[config.mk]
export PLATFORM = sky130hd
export DESIGN_NAME = spi_master_top_flat
export DESIGN_NICKNAME = d
export VERILOG_FILES = /design/src/rtl/spi_master_pkg.sv /design/src/rtl/spi_master_if.sv /design/src/rtl/spi_sclk_gen.sv /design/src/rtl/spi_master_top.sv /design/src/flat_wrapper.sv
export SDC_FILE = /design/constraint.sdc
export NUM_CORES = 1
export LEC_CHECK = 0
export ABC_AREA = 1
export CORE_MARGIN = 3
export CORE_UTILIZATION = 40
export DETAILED_ROUTE_END_ITERATION = 6
export PLACE_DENSITY = 0.63
export SLEW_MARGIN = 20
export SYNTH_ARGS = -nofsm -noshare
export SYNTH_HDL_FRONTEND = slang
export SYNTH_SLANG_ARGS = --single-unit
[constraint.sdc]
create_clock -name i_Clk -period 2 [get_ports i_Clk]
set_input_delay 0.4 -clock i_Clk [delete_from_list [all_inputs] [get_ports i_Clk]]
set_output_delay 0.4 -clock i_Clk [all_outputs]
set_load 0.05 [all_outputs]
[src/rtl/spi_master_pkg.sv]
// Shared types, constants and mode helpers for the single-byte SPI master.
// Mode encoding: CPOL is bit 1, CPHA is bit 0.
package spi_master_pkg;

    typedef enum logic [1:0] {
        IDLE,
        XFER,
        DONE
    } spi_state_t;

    localparam int EDGES_PER_BYTE = 16;
    localparam int BITS_PER_BYTE  = 8;

    function automatic logic cpol(input int unsigned mode);
        return mode[1];
    endfunction

    function automatic logic cpha(input int unsigned mode);
        return mode[0];
    endfunction

endpackage

[src/rtl/spi_master_if.sv]
// Byte-stream handshake plus SPI pins for spi_master_top.
// master = design side, slave = client/pin side.
interface spi_master_if;
    import spi_master_pkg::*;

    logic [BITS_PER_BYTE-1:0] i_TX_Byte;
    logic                     i_TX_DV;
    logic                     o_TX_Ready;
    logic                     o_RX_DV;
    logic [BITS_PER_BYTE-1:0] o_RX_Byte;
    logic                     o_SPI_Clk;
    logic                     i_SPI_MISO;
    logic                     o_SPI_MOSI;

    modport master (
        input  i_TX_Byte,
        input  i_TX_DV,
        input  i_SPI_MISO,
        output o_TX_Ready,
        output o_RX_DV,
        output o_RX_Byte,
        output o_SPI_Clk,
        output o_SPI_MOSI
    );

    modport slave (
        output i_TX_Byte,
        output i_TX_DV,
        output i_SPI_MISO,
        input  o_TX_Ready,
        input  o_RX_DV,
        input  o_RX_Byte,
        input  o_SPI_Clk,
        input  o_SPI_MOSI
    );

endinterface

[src/rtl/spi_sclk_gen.sv]
// SCLK generator: half-bit divider, edge counter and edge strobes.
// Strobes are high in the cycle whose closing clk edge toggles sclk.
module spi_sclk_gen
    import spi_master_pkg::*;
#(
    parameter bit CPOL              = 1'b0,
    parameter int CLKS_PER_HALF_BIT = 2
) (
    input  logic clk,
    input  logic rst,
    input  logic run,
    output logic sclk,
    output logic lead_edge,
    output logic trail_edge,
    output logic last_edge
);

    localparam int HW = $clog2(CLKS_PER_HALF_BIT);
    localparam int EW = $clog2(EDGES_PER_BYTE + 1);
    localparam logic [HW-1:0] HALF_TC = HW'(CLKS_PER_HALF_BIT - 1);
    localparam logic [EW-1:0] LAST_EC = EW'(EDGES_PER_BYTE - 1);

    logic [HW-1:0] half_cnt;
    logic [EW-1:0] edge_cnt;
    logic          tick;

    assign tick = run && (half_cnt == HALF_TC);

    // edge_cnt holds edges already made, so an even count means odd edge
    assign lead_edge  = tick && !edge_cnt[0];
    assign trail_edge = tick && edge_cnt[0];
    assign last_edge  = tick && (edge_cnt == LAST_EC);

    always_ff @(posedge clk) begin
        if (rst || !run) begin
            half_cnt <= '0;
            edge_cnt <= '0;
            sclk     <= CPOL;
        end else if (tick) begin
            half_cnt <= '0;
            edge_cnt <= edge_cnt + EW'(1);
            sclk     <= ~sclk;
        end else begin
            half_cnt <= half_cnt + HW'(1);
        end
    end

endmodule

[src/rtl/spi_master_top.sv]
// Single-byte SPI master: FSM plus TX/RX shift registers.
// Define SPI_MASTER_LSB_FIRST_EN to shift LSB first instead of MSB first.
module spi_master_top
    import spi_master_pkg::*;
#(
    parameter int SPI_MODE          = 0,
    parameter int CLKS_PER_HALF_BIT = 2
) (
    input  logic          i_Clk,
    input  logic          i_Rst,
    spi_master_if.master  bus
);

    localparam bit CPOL = cpol(SPI_MODE);
    localparam bit CPHA = cpha(SPI_MODE);

    typedef logic [BITS_PER_BYTE-1:0] byte_t;

`ifdef SPI_MASTER_LSB_FIRST_EN
    function automatic logic head(input byte_t b);
        return b[0];
    endfunction

    function automatic byte_t drop(input byte_t b);
        return {1'b0, b[BITS_PER_BYTE-1:1]};
    endfunction

    function automatic byte_t push(input byte_t b, input logic d);
        return {d, b[BITS_PER_BYTE-1:1]};
    endfunction
`else
    function automatic logic head(input byte_t b);
        return b[BITS_PER_BYTE-1];
    endfunction

    function automatic byte_t drop(input byte_t b);
        return {b[BITS_PER_BYTE-2:0], 1'b0};
    endfunction

    function automatic byte_t push(input byte_t b, input logic d);
        return {b[BITS_PER_BYTE-2:0], d};
    endfunction
`endif

    spi_state_t state_q, state_d;
    byte_t      tx_sr_q, tx_sr_d;
    byte_t      rx_sr_q, rx_sr_d;
    byte_t      rx_byte_q, rx_byte_d;
    logic       mosi_q, mosi_d;
    logic       ready_en_q;
    logic       accept;
    logic       run;
    logic       sclk;
    logic       lead_edge, trail_edge, last_edge;
    logic       sample, shift_out;

    assign accept = bus.i_TX_DV && bus.o_TX_Ready;
    assign run    = (state_q == XFER);
    assign sample = CPHA ? trail_edge : lead_edge;

    // CPHA=0 already drove the MSB on entry; the final trailing edge has no next bit
    assign shift_out = CPHA ? lead_edge : (trail_edge && !last_edge);

    spi_sclk_gen #(
        .CPOL              (CPOL),
        .CLKS_PER_HALF_BIT (CLKS_PER_HALF_BIT)
    ) u_sclk (
        .clk        (i_Clk),
        .rst        (i_Rst),
        .run        (run),
        .sclk       (sclk),
        .lead_edge  (lead_edge),
        .trail_edge (trail_edge),
        .last_edge  (last_edge)
    );

    always_comb begin
        state_d   = state_q;
        tx_sr_d   = tx_sr_q;
        rx_sr_d   = rx_sr_q;
        rx_byte_d = rx_byte_q;
        mosi_d    = mosi_q;
        unique case (state_q)
            IDLE, DONE: begin
                state_d = IDLE;
                mosi_d  = 1'b0;
                if (accept) begin
                    state_d = XFER;
                    tx_sr_d = bus.i_TX_Byte;
                    mosi_d  = CPHA ? 1'b0 : head(bus.i_TX_Byte);
                end
            end
            XFER: begin
                if (sample) begin
                    rx_sr_d = push(rx_sr_q, bus.i_SPI_MISO);
                end
                if (shift_out) begin
                    tx_sr_d = drop(tx_sr_q);
                    mosi_d  = CPHA ? head(tx_sr_q) : head(tx_sr_d);
                end
                // CPHA=1 samples on the last edge, so take the merged value
                if (last_edge) begin
                    state_d   = DONE;
                    rx_byte_d = rx_sr_d;
                end
            end
            default: state_d = IDLE;
        endcase
    end

    always_ff @(posedge i_Clk) begin
        if (i_Rst) begin
            state_q    <= IDLE;
            tx_sr_q    <= '0;
            rx_sr_q    <= '0;
            rx_byte_q  <= '0;
            mosi_q     <= 1'b0;
            ready_en_q <= 1'b0;
        end else begin
            state_q    <= state_d;
            tx_sr_q    <= tx_sr_d;
            rx_sr_q    <= rx_sr_d;
            rx_byte_q  <= rx_byte_d;
            mosi_q     <= mosi_d;
            ready_en_q <= 1'b1;
        end
    end

    assign bus.o_TX_Ready = ready_en_q && (state_q != XFER);
    assign bus.o_RX_DV    = (state_q == DONE);
    assign bus.o_RX_Byte  = rx_byte_q;
    assign bus.o_SPI_Clk  = sclk;
    assign bus.o_SPI_MOSI = mosi_q;

endmodule

[src/flat_wrapper.sv]
// flat-port wrapper written by rule: the top's interface ports become plain ports
module spi_master_top_flat import spi_master_pkg::*;
#(
    parameter int SPI_MODE          = 0,
    parameter int CLKS_PER_HALF_BIT = 2
)
  (i_Clk, i_Rst, bus_i_TX_Byte, bus_i_TX_DV, bus_i_SPI_MISO, bus_o_TX_Ready, bus_o_RX_DV, bus_o_RX_Byte, bus_o_SPI_Clk, bus_o_SPI_MOSI);
  spi_master_if bus_i ();
  input  logic i_Clk;
  input  logic i_Rst;
  input wire logic [$bits(bus_i.i_TX_Byte)-1:0] bus_i_TX_Byte;
  input wire logic [$bits(bus_i.i_TX_DV)-1:0] bus_i_TX_DV;
  input wire logic [$bits(bus_i.i_SPI_MISO)-1:0] bus_i_SPI_MISO;
  output wire logic [$bits(bus_i.o_TX_Ready)-1:0] bus_o_TX_Ready;
  output wire logic [$bits(bus_i.o_RX_DV)-1:0] bus_o_RX_DV;
  output wire logic [$bits(bus_i.o_RX_Byte)-1:0] bus_o_RX_Byte;
  output wire logic [$bits(bus_i.o_SPI_Clk)-1:0] bus_o_SPI_Clk;
  output wire logic [$bits(bus_i.o_SPI_MOSI)-1:0] bus_o_SPI_MOSI;
  assign bus_i.i_TX_Byte = bus_i_TX_Byte;
  assign bus_i.i_TX_DV = bus_i_TX_DV;
  assign bus_i.i_SPI_MISO = bus_i_SPI_MISO;
  assign bus_o_TX_Ready = bus_i.o_TX_Ready;
  assign bus_o_RX_DV = bus_i.o_RX_DV;
  assign bus_o_RX_Byte = bus_i.o_RX_Byte;
  assign bus_o_SPI_Clk = bus_i.o_SPI_Clk;
  assign bus_o_SPI_MOSI = bus_i.o_SPI_MOSI;
  spi_master_top #(.SPI_MODE(SPI_MODE), .CLKS_PER_HALF_BIT(CLKS_PER_HALF_BIT)) u_core (.i_Clk(i_Clk), .i_Rst(i_Rst), .bus(bus_i));
endmodule
==> impl_metrics.env <==
export IMPL_power_density_nw_per_um2=718
export IMPL_grt_pass1_vias=1155
export IMPL_fin_tns_setup_ns=0
export IMPL_antenna_found_initial=0
export IMPL_h_tree_depth=2
export IMPL_synthSimpleGateAreaFrac_pct=30.0
export IMPL_numClockSinks=34
export IMPL_grt_max_degree=24
export IMPL_rsz0062_at_grt="no"
export IMPL_nets=243
export IMPL_drv_slew=0
export IMPL_synth_area_um2=1470
export IMPL_synth_top_family_by_area="simple AND/OR/NAND/NOR gates"
export IMPL_synth_nets=216
export IMPL_yosysSeqAreaShare_pct=46.3
export IMPL_outcome="completed"
export IMPL_grt_pass1_wl_um=4880
export IMPL_setup_violations=0
export IMPL_syn_to_final_growth_pct=24.5
export IMPL_ctsLongestPathBuffers=2
export IMPL_synth_xor_area_share_pct=0.596
export IMPL_critical_path_most_common_cell="buf_4"
export IMPL_crit_start="u_core.state_q[0]"
export IMPL_antenna_cells=0
export IMPL_pre_cts_ws_ns=0.280
export IMPL_cellLeakagePower_nw=0.771
export IMPL_crit_chain="inv_1 -> nor2_4 -> buf_4 -> nor2_1 -> buf_4"
export IMPL_cp_required_ns=1.60
export IMPL_wirelength_um=2840
export IMPL_cts_hold_buffers_added=0
export IMPL_cts_root_buf="clkbuf_8"
export IMPL_rrSetupSlack_ns=0.28
export IMPL_grt_ovfl_total=0
export IMPL_wl_per_cell_um=10.3
export IMPL_grt_busiest_layer="met2"
export IMPL_start_kind="register"
export IMPL_yosys_warnings=0
export IMPL_worstPathArrival_ns=1.45
export IMPL_max_vdd_ir_drop_mv=0.441
export IMPL_dpl_hpwl_um=2050
export IMPL_muxShareOfSynthArea_pct=0
export IMPL_fin_ws_ns=0.149
export IMPL_postRouteAntennaNets=0
export IMPL_fmax_ghz=0.540
export IMPL_io_pins=24
export IMPL_worst_path_buf_inv=3
export IMPL_drt_first_pass_iters=4
export IMPL_critical_path_class="register to output port"
export IMPL_cpPeakStageDelay_ns=0.41
export IMPL_cts_clk_slew_worst_paths_ns=0.07
export IMPL_slew_limit_headroom_pct=67.2
export IMPL_clk_latency_ns=0.28
export IMPL_use_met3_pct=5.56
export IMPL_critPathSlowestCell="dfxtp_1"
export IMPL_initial_utilization_pct=42.7
export IMPL_gp_congestion=0.791
export IMPL_drive_gt1_share_pct=8.26
export IMPL_finalCriticalPeriod_ns=1.85
export IMPL_nFillCells=352
export IMPL_hp_start="u_core.rx_sr_q[7]"
export IMPL_r2r_start="u_core.u_sclk.edge_cnt[0]"
export IMPL_core_rowCount=21
export IMPL_grt_util_all_layers_pct=14.9
export IMPL_gr_usage_met1_pct=18.1
export IMPL_port_buffers=23
export IMPL_chipWidth_um=66.6
export IMPL_maxCapViolations=0
export IMPL_worst_path_max_fanout=8
export IMPL_worstSetupEndpointType="output port"
export IMPL_synth_compound_area_share_pct=11.1
export IMPL_vias=1281
export IMPL_avgSynthCellArea_um2=7.28
export IMPL_fin_crit_sh_pct=92.6
export IMPL_synthCells=202
export IMPL_worstMarginPinSlew_ns=0.490
export IMPL_finalHoldViolations=0
export IMPL_hold_slack_ns=0.483
export IMPL_crit_family="buffers and inverters"
export IMPL_dieArea_um2=4440
export IMPL_cts_buffers=5
export IMPL_design_core_area_um2=3440
export IMPL_synth_adder_area_share_pct=1.70
export IMPL_tritoncts="built"
export IMPL_worst_hold_path_type="register to register"
export IMPL_drt_iter0_drc=79
export IMPL_ys_seq_elements=34
export IMPL_vias_per_cell=4.64
export IMPL_synth_cell_types=22
export IMPL_skew_ns=0.00890
export IMPL_use_met2_pct=22.8
export IMPL_die_h_um=66.6
export IMPL_drc=0
## kinds of logic (layout without fill, tap and decap cells)
| family | after synthesis | in the layout |
|---|---|---|
| AOI/OAI and AO/OA | 32 | 32 |
| xor gates and xnor gates | 1 | 1 |
| adders and majority gates | 2 | 2 |
| buffers and inverters | 35 | 63 |
| DFF | 34 | 34 |
| and+or+nand+nor | 98 | 98 |
## layout make-up
type	count	area (µm²)	share of cell area (%)
Clock buffer	7	86.3	4.72
Clock inverter	1	5.00	0.273
Inverter	29	109	5.95
Multi-Input combinational cell	133	644	35.2
Sequential cell	34	681	37.2
Tap cell	46	57.6	3.14
Timing Repair Buffer	26	248	13.5
## cells in the mapped netlist (all sizes together)
cell    instances  area [µm²]
nor2           13        66.3
a21oi          27         139
nand4           3        40.0
nand2          64         243
nor3            1        5.00
buf             4        33.8
inv            29         109
dfxtp          34         681
xor2            1        8.76
clkbuf          2        7.51
ha              2        25.0
nand3          16        80.1
nand3b          1        7.51
o21ai           5        25.0
## metal layers
metal	part of all wire, %	up-vias	wire (µm)
li1	-	683	-
met2	45	14	1270
met3	3.7	7	105
met4	2.1	0	59
met5	0	-	0
met1	49	577	1400
## sequential cells by signal, summed over array words and instances, names as in the netlist
| register | count |
|---|---|
| u_core.u_sclk.half_cnt | 1 |
| u_core.bus.o_SPI_MOSI | 1 |
| u_core.bus.o_RX_Byte | 8 |
| u_core.u_sclk.edge_cnt | 5 |
| u_core.state_q | 2 |
| u_core.rx_sr_q | 8 |
| u_core.u_sclk.sclk | 1 |
| u_core.ready_en_q | 1 |
| u_core.tx_sr_q | 7 |
## report_power, final
| group | switching, W | total (W) | leakage (nW) | internal [W] |
|---|---|---|---|---|
| clock network | 0.000234 | 0.000511 | 0.0482 | 0.000277 |
| logic | 0.0000606 | 0.000105 | 0.447 | 0.0000448 |
| registers | 0.00000924 | 0.000699 | 0.275 | 0.000690 |
## repair_timing
| item | CTS | global route |
|---|---|---|
| buffers inserted | 0 | 0 |
| hold endpoints to repair | 0 | 0 |
| setup endpoints to repair | 0 | 1 |
| resized for setup | 0 | 1 |
## final timing paths
path                  endpoint  cells after the start
max             bus_o_TX_Ready                      5
min          u_core.rx_sr_q[7]                      2
max reg2reg  u_core.tx_sr_q[1]                      9
min reg2reg  u_core.rx_sr_q[7]                      2
## worst reg2reg max path, delay by kind of cell (launching register included)
family,cells,cell delay [ns]
AND/OR/NAND/NOR,4,0.55
AO/OA/AOI/OAI,1,0.12
flip-flops,1,0.39
adder cells (fa/ha/maj),2,0.43
buffers and inverters,2,0.16
## stage by stage
stage	area [µm²]	utilization [%]	power (W)	std cells
finish	1830	53.2	0.00132	276
global route	1830	53.2	0.00138	276
CTS	1830	53.0	0.00133	276
detailed placement	1730	50.4	0.000820	268
global placement	1730	50.4	0.000820	268
floorplan	1470	-	0.000779	202
## placed cells by master (no fill, tap or decap)
| master | n |
|---|---|
| xor2_1 | 1 |
| clkinv_2 | 1 |
| nand3b_1 | 1 |
| clkdlybuf4s50_1 | 21 |
| nand2_1 | 63 |
| nand4_4 | 1 |
| nor2_1 | 10 |
| o21ai_0 | 5 |
| ha_1 | 2 |
| nor2_4 | 3 |
| clkbuf_8 | 6 |
| nand4_2 | 1 |
| nand4_1 | 1 |
| a21oi_2 | 1 |
| nand2_2 | 1 |
| nor3_1 | 1 |
| clkbuf_1 | 1 |
| dfxtp_1 | 34 |
| inv_1 | 29 |
| buf_4 | 5 |
| a21oi_1 | 26 |
| nand3_1 | 16 |
Power figures use the tool's default switching activity.
